===== config.mk =====
export PLATFORM = sky130hd
export DESIGN_NAME = bsg_mem_1rw_sync_mask_write_byte_rv_master
export DESIGN_NICKNAME = d
export VERILOG_FILES = /design/src/rtl/bsg_mem_1rw_sync_mask_write_byte_rv_master.sv
export SDC_FILE = /design/constraint.sdc
export NUM_CORES = 1
export LEC_CHECK = 0
export CAP_MARGIN = 30
export CORE_MARGIN = 5
export CORE_UTILIZATION = 52
export CTS_CLUSTER_DIAMETER = 30
export DETAILED_ROUTE_END_ITERATION = 8
export PLACE_DENSITY = 0.86
export SYNTH_ARGS = -nofsm -noshare
export SYNTH_HDL_FRONTEND = slang
export SYNTH_SLANG_ARGS = --single-unit

===== constraint.sdc =====
create_clock -name clk_i -period 4.1 [get_ports clk_i]
set_clock_uncertainty 0.05 [all_clocks]
set_input_delay 0.41 -clock clk_i [delete_from_list [all_inputs] [get_ports clk_i]]
set_output_delay 0.41 -clock clk_i [all_outputs]
set_load 0.03 [all_outputs]

===== src/rtl/bsg_mem_1rw_sync_mask_write_byte_rv_master.sv =====
// Initiator for a 1RW sync byte-masked RAM: optional zero-fill sweep, then in-order command issue.
// Reads return 2 cycles after issue via a 3-entry buffer; ready_o drops when buffered + in-flight reads reach 3.
module bsg_mem_1rw_sync_mask_write_byte_rv_master
  #(parameter int els_p = 8
   ,parameter int data_width_p = 32
   ,parameter bit init_zero_p = 1'b1
   ,localparam int addr_width_lp = (els_p > 1) ? $clog2(els_p) : 1
   ,localparam int write_mask_width_lp = data_width_p >> 3
   )
  (input  logic                           clk_i
  ,input  logic                           reset_i
  ,input  logic                           v_i
  ,input  logic                           w_i
  ,input  logic [addr_width_lp-1:0]       addr_i
  ,input  logic [data_width_p-1:0]        data_i
  ,input  logic [write_mask_width_lp-1:0] write_mask_i
  ,output logic                           ready_o
  ,output logic [data_width_p-1:0]        data_o
  ,output logic                           v_o
  ,input  logic                           yumi_i
  ,output logic                           init_done_o
  ,output logic                           mem_v_o
  ,output logic                           mem_w_o
  ,output logic [addr_width_lp-1:0]       mem_addr_o
  ,output logic [data_width_p-1:0]        mem_data_o
  ,output logic [write_mask_width_lp-1:0] mem_w_mask_o
  ,input  logic [data_width_p-1:0]        mem_data_i
  );

  typedef enum logic {eINIT, eREADY} state_e;

  state_e                   r_state, w_state_next;
  logic [addr_width_lp-1:0] r_init_cnt, w_init_cnt_next;
  logic                     r_rd_inflight;
  logic [1:0]               r_cnt, w_cnt_next, w_wr_idx;
  logic [data_width_p-1:0]  r_buf [3];
  logic [data_width_p-1:0]  w_buf_next [3];
  logic                     w_accept, w_issue_rd, w_push, w_pop;
  logic [2:0]               w_occupancy;

  // Occupancy counts the read already in flight so its landing slot is always free.
  assign w_occupancy = {1'b0, r_cnt} + {2'b00, r_rd_inflight};
  assign ready_o     = ~reset_i & (r_state == eREADY) & (w_occupancy < 3'd3);
  assign w_accept    = v_i & ready_o;
  assign w_issue_rd  = w_accept & ~w_i;
  assign w_push      = r_rd_inflight;
  assign w_pop       = yumi_i & (r_cnt != 2'd0);
  assign w_wr_idx    = r_cnt - {1'b0, w_pop};

  assign v_o         = ~reset_i & (r_cnt != 2'd0);
  assign data_o      = reset_i ? '0 : r_buf[0];
  assign init_done_o = (r_state == eREADY) & ~(reset_i & init_zero_p);

  always_comb begin
    w_state_next    = r_state;
    w_init_cnt_next = r_init_cnt;
    mem_v_o         = 1'b0;
    mem_w_o         = 1'b0;
    mem_addr_o      = '0;
    mem_data_o      = '0;
    mem_w_mask_o    = '0;
    case (r_state)
      eINIT: begin
        mem_v_o         = ~reset_i;
        mem_w_o         = 1'b1;
        mem_addr_o      = r_init_cnt;
        mem_w_mask_o    = '1;
        w_init_cnt_next = r_init_cnt + addr_width_lp'(1);
        if (r_init_cnt == addr_width_lp'(els_p - 1))
          w_state_next = eREADY;
      end
      eREADY: begin
        if (w_accept) begin
          mem_v_o      = 1'b1;
          mem_w_o      = w_i;
          mem_addr_o   = addr_i;
          mem_data_o   = data_i;
          mem_w_mask_o = w_i ? write_mask_i : '0;
        end
      end
      default: w_state_next = eINIT;
    endcase
  end

  // Head stays in slot 0; the last entry is not shifted out so data_o holds once empty.
  always_comb begin
    for (int i = 0; i < 3; i++)
      w_buf_next[i] = r_buf[i];
    if (w_pop && (r_cnt > 2'd1)) begin
      w_buf_next[0] = r_buf[1];
      w_buf_next[1] = r_buf[2];
    end
    if (w_push && (w_wr_idx != 2'd3))
      w_buf_next[w_wr_idx] = mem_data_i;
    w_cnt_next = r_cnt + {1'b0, w_push} - {1'b0, w_pop};
  end

  always_ff @(posedge clk_i) begin
    if (reset_i) begin
      r_state       <= init_zero_p ? eINIT : eREADY;
      r_init_cnt    <= '0;
      r_rd_inflight <= 1'b0;
      r_cnt         <= 2'd0;
      for (int i = 0; i < 3; i++)
        r_buf[i] <= '0;
    end else begin
      r_state       <= w_state_next;
      r_init_cnt    <= w_init_cnt_next;
      r_rd_inflight <= w_issue_rd;
      r_cnt         <= w_cnt_next;
      for (int i = 0; i < 3; i++)
        r_buf[i] <= w_buf_next[i];
    end
  end

  a_yumi_needs_valid: assert property (@(posedge clk_i) disable iff (reset_i) yumi_i |-> v_o);

endmodule


# After elaboration in Yosys (flattened, before gate mapping)
# Memory sizes are Yosys's and may differ from the RTL's.
# Index checks and enable logic that the tools add are counted.
[word_totals]
ff_bits = 7
latch_bits = 0
ramBits = 96
romBits = 0
output_inout_bits = 76
wordCells = 58
mem_count = 1
[mem_list]
columns = ["name", "words", "width", "rd", "rd_clocked_by_memory_dff", "wr", "line_no", "source"]
rows = [
  ["r_buf", 3, 32, 3, 0, 3, "36", "logic [data_width_p-1:0] r_buf [3];"],
]
[op_classes]
addsub = 5
n_mul = 0
div_mod_pow = 0
magnitude_cmp = 4
n_eq_ne = 2
n_shift = 0
mux = 25
bitwise_logic = 13
n_reduce_logical = 4
[ops]
columns = ["op", "count"]
rows = [
  ["$mux W32", 7],
  ["$bwmux W96", 1],
  ["$mux W96", 1],
  ["$demux W32 S2", 1],
  ["$mux W64", 1],
  ["$mux W4", 2],
  ["$pmux W4 S2", 1],
  ["$mux W1", 7],
  ["$and A1 B1 Y1", 6],
  ["$pmux W3 S2", 1],
  ["$pmux W1 S2", 2],
  ["$sub A2 B1 Y2", 2],
  ["$add A2 B1 Y3", 1],
  ["$add A3 B1 Y3 const B", 1],
  ["$eq A3 B3 Y1 const B", 1],
  ["$ge A3 B3 Y1 const B", 1],
  ["$logic_and A1 B1 Y1", 3],
  ["$lt A3 B1 Y1 const B", 1],
  ["$lt A3 B2 Y1 const B", 1],
  ["$mux W3", 1],
  ["$not A1 Y1", 3],
  ["$not A2 Y3", 1],
  ["$or A1 B1 Y1", 3],
  ["$add A2 B1 Y2", 1],
  ["3 further kinds", 3],
]

# Depth between registers and ports, before layout
# Gate-level depths: netlist (run 1).
[logic_depth]
word_depth = 11
depth_mapped = 10
ltp_nobuf = 7

# Least setup slack after synthesis (run 1)
# No wires, ideal clock.
[synth_path]
path_type = "input to register"
startpoint = "input port yumi_i"
endpoint = "memory r_buf[1][0], in the netlist r_buf[0][32]"
arrival_ps = 2083
t_required_ps = 3959
slack_ps = 1876
stages = 9
cell_sequence = "buf_2 -> clkbuf_1 -> nor2b_1 -> ha_1 -> buf_2 -> nor2b_1 -> buf_2 -> a221oi_1 -> a311oi_1"
[synth_rtl]
columns = ["item", "line_no", "source"]
rows = [
  ["start: declaration", "20", ",input logic yumi_i"],
  ["end: declaration", "36", ""],
]

# Final worst setup path (run 1)
[layout_path]
startpoint = "register r_cnt[1]"
endpoint = "output port mem_addr_o[1]"
[layout_via]
elab_chain_len = 6
[layout_lines]
columns = ["item", "line_no", "source"]
rows = [
  ["start: declaration", "35", "logic [1:0] r_cnt, w_cnt_next, w_wr_idx;"],
  ["start signal: assignment", "110", "r_cnt <= w_cnt_next;"],
  ["$add A2 B1 Y3", "42", "assign w_occupancy = {1'b0, r_cnt} + {2'b00, r_rd_inflight};"],
  ["$lt A3 B2 Y1", "43", "assign ready_o = ~reset_i & (r_state == eREADY) & (w_occupancy < 3'd3);"],
  ["$and A1 B1 Y1", "43", ""],
  ["$and A1 B1 Y1", "44", "assign w_accept = v_i & ready_o;"],
  ["$mux W3", "73", "if (w_accept) begin"],
  ["$pmux W3 S2", "62", "case (r_state)"],
  ["end: declaration", "24", ",output logic [addr_width_lp-1:0] mem_addr_o"],
]
# Every way passes these cells.

==> metrics.csv, run 1 <==
stage,metric,value,unit
floorplan,Starting Density,53.1,%
finish,Post-Layout Cell Count,852,
routing,DR vias/cell,5.81,
cts,Clock Tree Buf Depth,2,
finish,share of layout cells above drive strength 1,4.47,%
setup_path,r2r startpoint,r_cnt[1],
sta,Final Max Tran Viols,0,
global_route,grt total ovfl,0,
power_and_ir_drop,Pwr Density,306,mW/mm^2
synthesis,ys async rst share,0,%
synthesis,post-synth cell types,27,
synthesis,compound-cell area share of the yosys netlist,16.5,%
sta,RSZ-0062 raised after global routing,false,
synthesis,Yosys reg bits,103,
synthesis,post-synth top area share,37.8,%
global_route,antenna violations before repair,0,
sta,Slew headroom,37.7,%
cts,CTS tree,done,
placement,final estimated routing congestion in global placement,0.830,
synthesis,post-synthesis mux area share,12.1,%
setup_path,crit path from,r_cnt[1],
placement,placed cell count,836,
floorplan,Die Y,112,um
synthesis,largest family of logic cells by synthesized area,simple AND/OR/NAND/NOR gates,
sta,Tightest Pin Transition,935,ps
synthesis,most frequent cell after synthesis,dfxtp_1,
synthesis,ys flop type,dfxtp_1,
sta,FMAX,280,MHz
cts,clk root buf,clkbuf_8,
synthesis,post-synthesis xor/xnor area fraction,0.826,%
status,status,finished clean,
worst_hold_path,Hold Path Class,reg -> reg,
routing,wire per inst,17.7,um
power_and_ir_drop,worst vdd ir,0.265,mV
global_route,gr usage total,23.1,%
synthesis,Gate Count Post-Synth,607,
cts,Clock Pin Slew Worst Setup and Hold Paths,90,ps
global_route,first-pass GRT wire length,24600,um
synthesis,simple-gate share of the synthesized area,25.3,%
finish,filler instances,842,
global_route,largest net degree at the start of global routing,78,
synthesis,Synth Area in Adders,1.61,%
job,Max Cap Violations,0,
finish,nets,794,
cts,Post-CTS Repair Setup Buffers,0,
floorplan,die area,0.0126,mm^2
routing,DRT Pass-1 Iters,5,
cts,total CTS buffers,9,
cts,clk sinks,103,
cts,# hold bufs at CTS,0,
floorplan,core area,0.0103,mm^2
cts,Clock Latency Late Sink,360,ps
synthesis,Yosys warnings,0,
cts,CTS resizes,0,
synthesis,sequential share of the synthesized area,37.8,%
sta,Setup-failing EPs final,0,
finish,antenna fix cells,0,
synthesis,Mapped Avg Cell Area,8.98,um^2
routing,DRT Wirelength,15000,um
routing,# DRC,0,
setup_path,Crit. End Element,primary output,
routing,Detailed Route Iter0 Violations,417,
synthesis,Synth area leaders,"dfxtp_1, mux2i_1, a221oi_1, nand2b_1, a311oi_1",
setup_path,CP max FO,36,
setup_path,startpoint types,flip-flop,
sta,setup_tns,0,ps
setup_path,WP data arrival,3110,ps
synthesis,mapped cell area,0.00545,mm^2
worst_hold_path,Hold Path Depth,2,
setup_path,FF-to-FF path depth,8,
setup_path,reg-to-reg setup timing slack,980,ps
floorplan,Core Rows,37,
floorplan,Die Width,112,um
setup_path,kind of critical path,reg -> out,
sta,period utilization,87.0,%
placement,I/O Buffers,151,
routing,post-route antenna net violation count,0,
setup_path,"Req. time, crit path",3640,ps
routing,routed vias,4952,
floorplan,Ports,152,
synthesis,number of flops mapped to enable cells by yosys,0,
synthesis,syn_nets,690,
power_and_ir_drop,P_leak,0.00282,uW
synthesis,Synth top cells by count,"dfxtp_1, nor2_1, mux2i_1, a221oi_1, nand2b_1",
cts,htree depth,3,
setup_path,end point of the critical path,mem_addr_o[1],
global_route,vias in the first global route,4968,
synthesis,post-synth top area cell,dfxtp_1,
sta,Final Hold Viols,0,
setup_path,worst r2r dst,r_buf[0][39],
sta,final worst path period need,3570,ps
finish,Syn-to-layout area delta,31.4,%
placement,Final HPWL DP,9740,um
[cell families (layout without fill, tap and decap cells)]
| logic type | Yosys count | count (layout) |
|---|---|---|
| flip-flops | 103 | 103 |
| adder cells (fa/ha/maj) | 7 | 7 |
| AO/OA/AOI/OAI | 105 | 105 |
| buffers and inverters | 73 | 182 |
| XOR/XNOR | 3 | 3 |
| multiplexers | 66 | 66 |
| AND/OR/NAND/NOR | 250 | 250 |
[per-stage QoR]
stage | worst slack (ps) | power [uW] | utilization [%] | cell area, um^2 | hold slack, ps
6_report | 534 | 2190 | 69.7 | 7160 | 425
5_1_grt | 326 | 2280 | 69.7 | 7160 | 444
4_1_cts | 551 | 2200 | 69.7 | 7160 | 426
3_5_place_dp | 815 | 1450 | 67.4 | 6930 | 408
3_3_place_gp | 955 | 1440 | 67.4 | 6930 | 403
2_1_floorplan | 1880 | 1310 | - | 5450 | 394
[worst min-delay path by stage]
stage	endpoint	slack, ps
after floorplan	flip-flop	390
after global placement	flip-flop	400
after detailed placement	flip-flop	410
after CTS	flip-flop	430
after global routing	flip-flop	440
final	flip-flop	420
[worst max-delay path: stages, from the launching register on]
cell	delay (ps)
dfxtp_1	320
buf_4	370
ha_1	300
nand2_1	70
and3_1	740
a22o_1	240
clkdlybuf4s50_1	700
[final cells by class]
class	instances	area [um^2]	area share, %
inverters	5	18.8	0.262
multi-input cells	431	3080	43.0
clock inverters	6	109	1.52
repair buffers	161	1600	22.3
flip-flops and latches	103	2060	28.8
well taps	136	170	2.38
clock buffers	10	128	1.78
[power breakdown]
part	leakage, uW	switching [uW]	internal (uW)
sequential	0.000830	4.66	1010
combinational	0.00187	279	148
clock	0.000120	348	405
[placed cells by master, fill, tap and decap left out, types with 2 or more instances in the layout]
master             n
ha_1               7
clkdlybuf4s50_1  150
nand2b_1          64
xor2_1             2
clkbuf_8           9
nand2_1            4
clkinv_2           2
a221oi_1          64
bufinv_16          3
buf_4             10
a311oi_1          32
and2_1            31
inv_1              5
a22o_1             3
nor2_1            73
mux2i_1           66
nand3_1            4
dfxtp_1          103
o21ai_0            5
and3_1            34
nor2b_1           34
[metal layers]
| metal | GRT usage [%] | part of all wire, % | vias to the layer above |
|---|---|---|---|
| met3 | 5.07 | 6.5 | 12 |
| li1 | - | - | 2385 |
| met2 | 38.7 | 50 | 192 |
| met1 | 30.0 | 42 | 2363 |
| met4 | 6.25 | 0.98 | 0 |
| met5 | 0 | 0 | - |
Power figures use the tool's default switching activity.
==> inputs of run 2 (changes only) <==
--- a/config.mk
+++ b/config.mk
@@ -6,7 +6,7 @@
 export NUM_CORES = 1
 export LEC_CHECK = 0
 export CAP_MARGIN = 30
-export CORE_MARGIN = 5
+export CORE_MARGIN = 2
 export CORE_UTILIZATION = 52
 export CTS_CLUSTER_DIAMETER = 30
 export DETAILED_ROUTE_END_ITERATION = 8
==> run 2 against run 1 <==
Die area is 10% lower. Utilization hardly changed. Critical path depth stayed put. Global-route usage is 2.5 points higher. Total power is 5.7% lower. Non-clock buffer count is 3 higher. Routed wire length is 1.7% lower. Highest routed layer unchanged.
==> metrics.csv, run 2 (same netlist as run 1, synthesis figures left out) <==
stage,metric,value,unit,change
placement,final estimated routing congestion in global placement,0.784,,-5.5%
cts,# hold bufs at CTS,0,,unchanged
floorplan,Die Y,106,um,-5.3%
routing,# DRC,0,,unchanged
finish,nets,797,,+0.38%
floorplan,core area,0.0102,mm^2,-0.45%
placement,Final HPWL DP,9330,um,-4.2%
placement,pre-CTS WS,969,ps,+154 ps
setup_path,max incr delay on CP,750,ps,about the same
cts,htree depth,3,,unchanged
status,status,finished clean,,
floorplan,Starting Density,53.3,%,+0.24 points
cts,total CTS buffers,9,,unchanged
global_route,gr usage total,25.6,%,+2.5 points
floorplan,Ports,152,,unchanged
cts,Clock Latency Late Sink,370,ps,about the same
global_route,grt total ovfl,0,,unchanged
routing,Detailed Route Iter0 Violations,383,,-8.2%
sta,Slew headroom,38.0,%,+0.35 points
finish,Syn-to-layout area delta,30.7,%,
finish,filler instances,787,,-6.5%
setup_path,"delay-heaviest family, CP",simple AND/OR/NAND/NOR gates,,
setup_path,r2r startpoint,r_cnt[1],,
cts,Post-CTS Repair Setup Buffers,0,,unchanged
power_and_ir_drop,P_leak,0.00281,uW,-0.41%
cts,Clock Pin Slew Worst Setup and Hold Paths,100,ps,about the same
finish,"commonest non-fill, non-tap cell in the layout",clkdlybuf4s50_1,,
setup_path,WP data arrival,2970,ps,-140 ps
floorplan,Core Rows,37,,unchanged
setup_path,CP max FO,35,,-2.8%
setup_path,CP max-delay cell,and3_1,,
placement,I/O Buffers,151,,unchanged
power_and_ir_drop,worst vdd ir,0.189,mV,-29%
cts,CTS resizes,0,,unchanged
sta,period utilization,83.6,%,-3.4 points
sta,Final Hold Viols,0,,unchanged
sta,worst setup margin,674,ps,+139 ps
setup_path,worst r2r dst,r_buf[0][13],,
power_and_ir_drop,Tot Pwr,2070,uW,-5.7%
setup_path,"Req. time, crit path",3640,ps,about the same
global_route,largest net degree at the start of global routing,90,,+15%
sta,setup_tns,0,ps,unchanged
routing,routed vias,4998,,+0.93%
worst_hold_path,Hold Path Depth,2,,unchanged
power_and_ir_drop,Pwr Density,290,mW/mm^2,-5.2%
sta,Setup-failing EPs final,0,,unchanged
floorplan,die area,0.0113,mm^2,-10%
routing,DR vias/cell,5.85,,+0.57%
routing,DRT Pass-1 Iters,5,,unchanged
finish,antenna fix cells,0,,unchanged
global_route,vias in the first global route,4754,,-4.3%
sta,final worst path period need,3430,ps,-139 ps
sta,RSZ-0062 raised after global routing,false,,
worst_hold_path,Hold Path Class,reg -> reg,,
cts,Clock Tree Buf Depth,2,,unchanged
sta,final hold slack,422,ps,-2.31 ps
cts,clk sinks,103,,unchanged
setup_path,FF-to-FF path depth,6,,-2
finish,most frequent cells in the layout,"clkdlybuf4s50_1, dfxtp_1, nor2_1",,
setup_path,WP buf/inv,1,,-1
global_route,antenna violations before repair,0,,unchanged
sta,Final Max Tran Viols,0,,unchanged
setup_path,reg-to-reg setup timing slack,1130,ps,+150 ps
finish,Post-Layout Cell Count,855,,+0.35%
cts,clk root buf,clkbuf_8,,
global_route,first-pass GRT wire length,23700,um,-3.8%
placement,placed cell count,839,,+0.36%
setup_path,startpoint types,flip-flop,,
setup_path,crit path from,r_cnt[0],,
floorplan,Die Width,106,um,-5.3%
sta,Tightest Pin Transition,930,ps,-5.25 ps
setup_path,"Cell Chain, Critical Path","ha_1, ha_1, nor3b_2, and3_1, and2_1, clkdlybuf4s50_1",,
job,Max Cap Violations,0,,unchanged
routing,wire per inst,17.3,um,-2.0%
setup_path,Crit. End Element,primary output,,
setup_path,CP dominant cell by count,ha_1,,
sta,FMAX,292,MHz,+4.1%
cts,CTS tree,done,,
routing,post-route antenna net violation count,0,,unchanged
routing,DRT Wirelength,14800,um,-1.7%
finish,share of layout cells above drive strength 1,5.01,%,+0.54 points
setup_path,kind of critical path,reg -> out,,
==> run 2: worst max-delay path by stage <==
| stage | slack [ps] | cells past startpoint | end |
|---|---|---|---|
| 2_1_floorplan | 1880 | 9 | r_buf[0][32] |
| 3_3_place_gp | 1040 | 4 | mem_data_o[31] |
| 3_5_place_dp | 970 | 4 | mem_data_o[10] |
| 4_1_cts | 660 | 6 | mem_data_o[10] |
| 5_1_grt | 460 | 4 | mem_data_o[31] |
| 6_report | 670 | 6 | mem_data_o[10] |
==> run 2: tightest hold or removal path, cell delays in order, from the launching register on <==
cell and delay (ps):
dfxtp_1 320, nand2b_1 60, mux2i_1 50
==> run 2: cell type report <==
cell class	instances	area [um^2]	area share, %
clock inverters	6	52.6	0.737
flip-flops and latches	103	2060	28.9
well taps	136	170	2.39
inverters	5	18.8	0.263
repair buffers	164	1610	22.5
clock buffers	10	138	1.93
multi-input cells	431	3080	43.2
==> run 2: metal layers <==
metal / vias up / share of wire (%) / track usage [%]
met5: - / 0 / 0
met4: 0 / 1.7 / 9.02
met3: 24 / 6.0 / 3.31
met2: 192 / 50 / 43.7
met1: 2389 / 42 / 33.1
li1: 2393 / - / -
==> run 2: metrics by stage <==
stage,area [um^2],utilization [%]
floorplan,5450,-
global placement,6940,67.8
CTS,7130,69.7
global route,7130,69.7
detailed placement,6940,67.8
finish,7130,69.7
==> run 2: power by group <==
group          switching, uW  internal [uW]  total [uW]  leakage, uW
clock network            376            247         623    0.0000963
registers               5.60           1010        1010     0.000830
logic                    279            153         432      0.00189
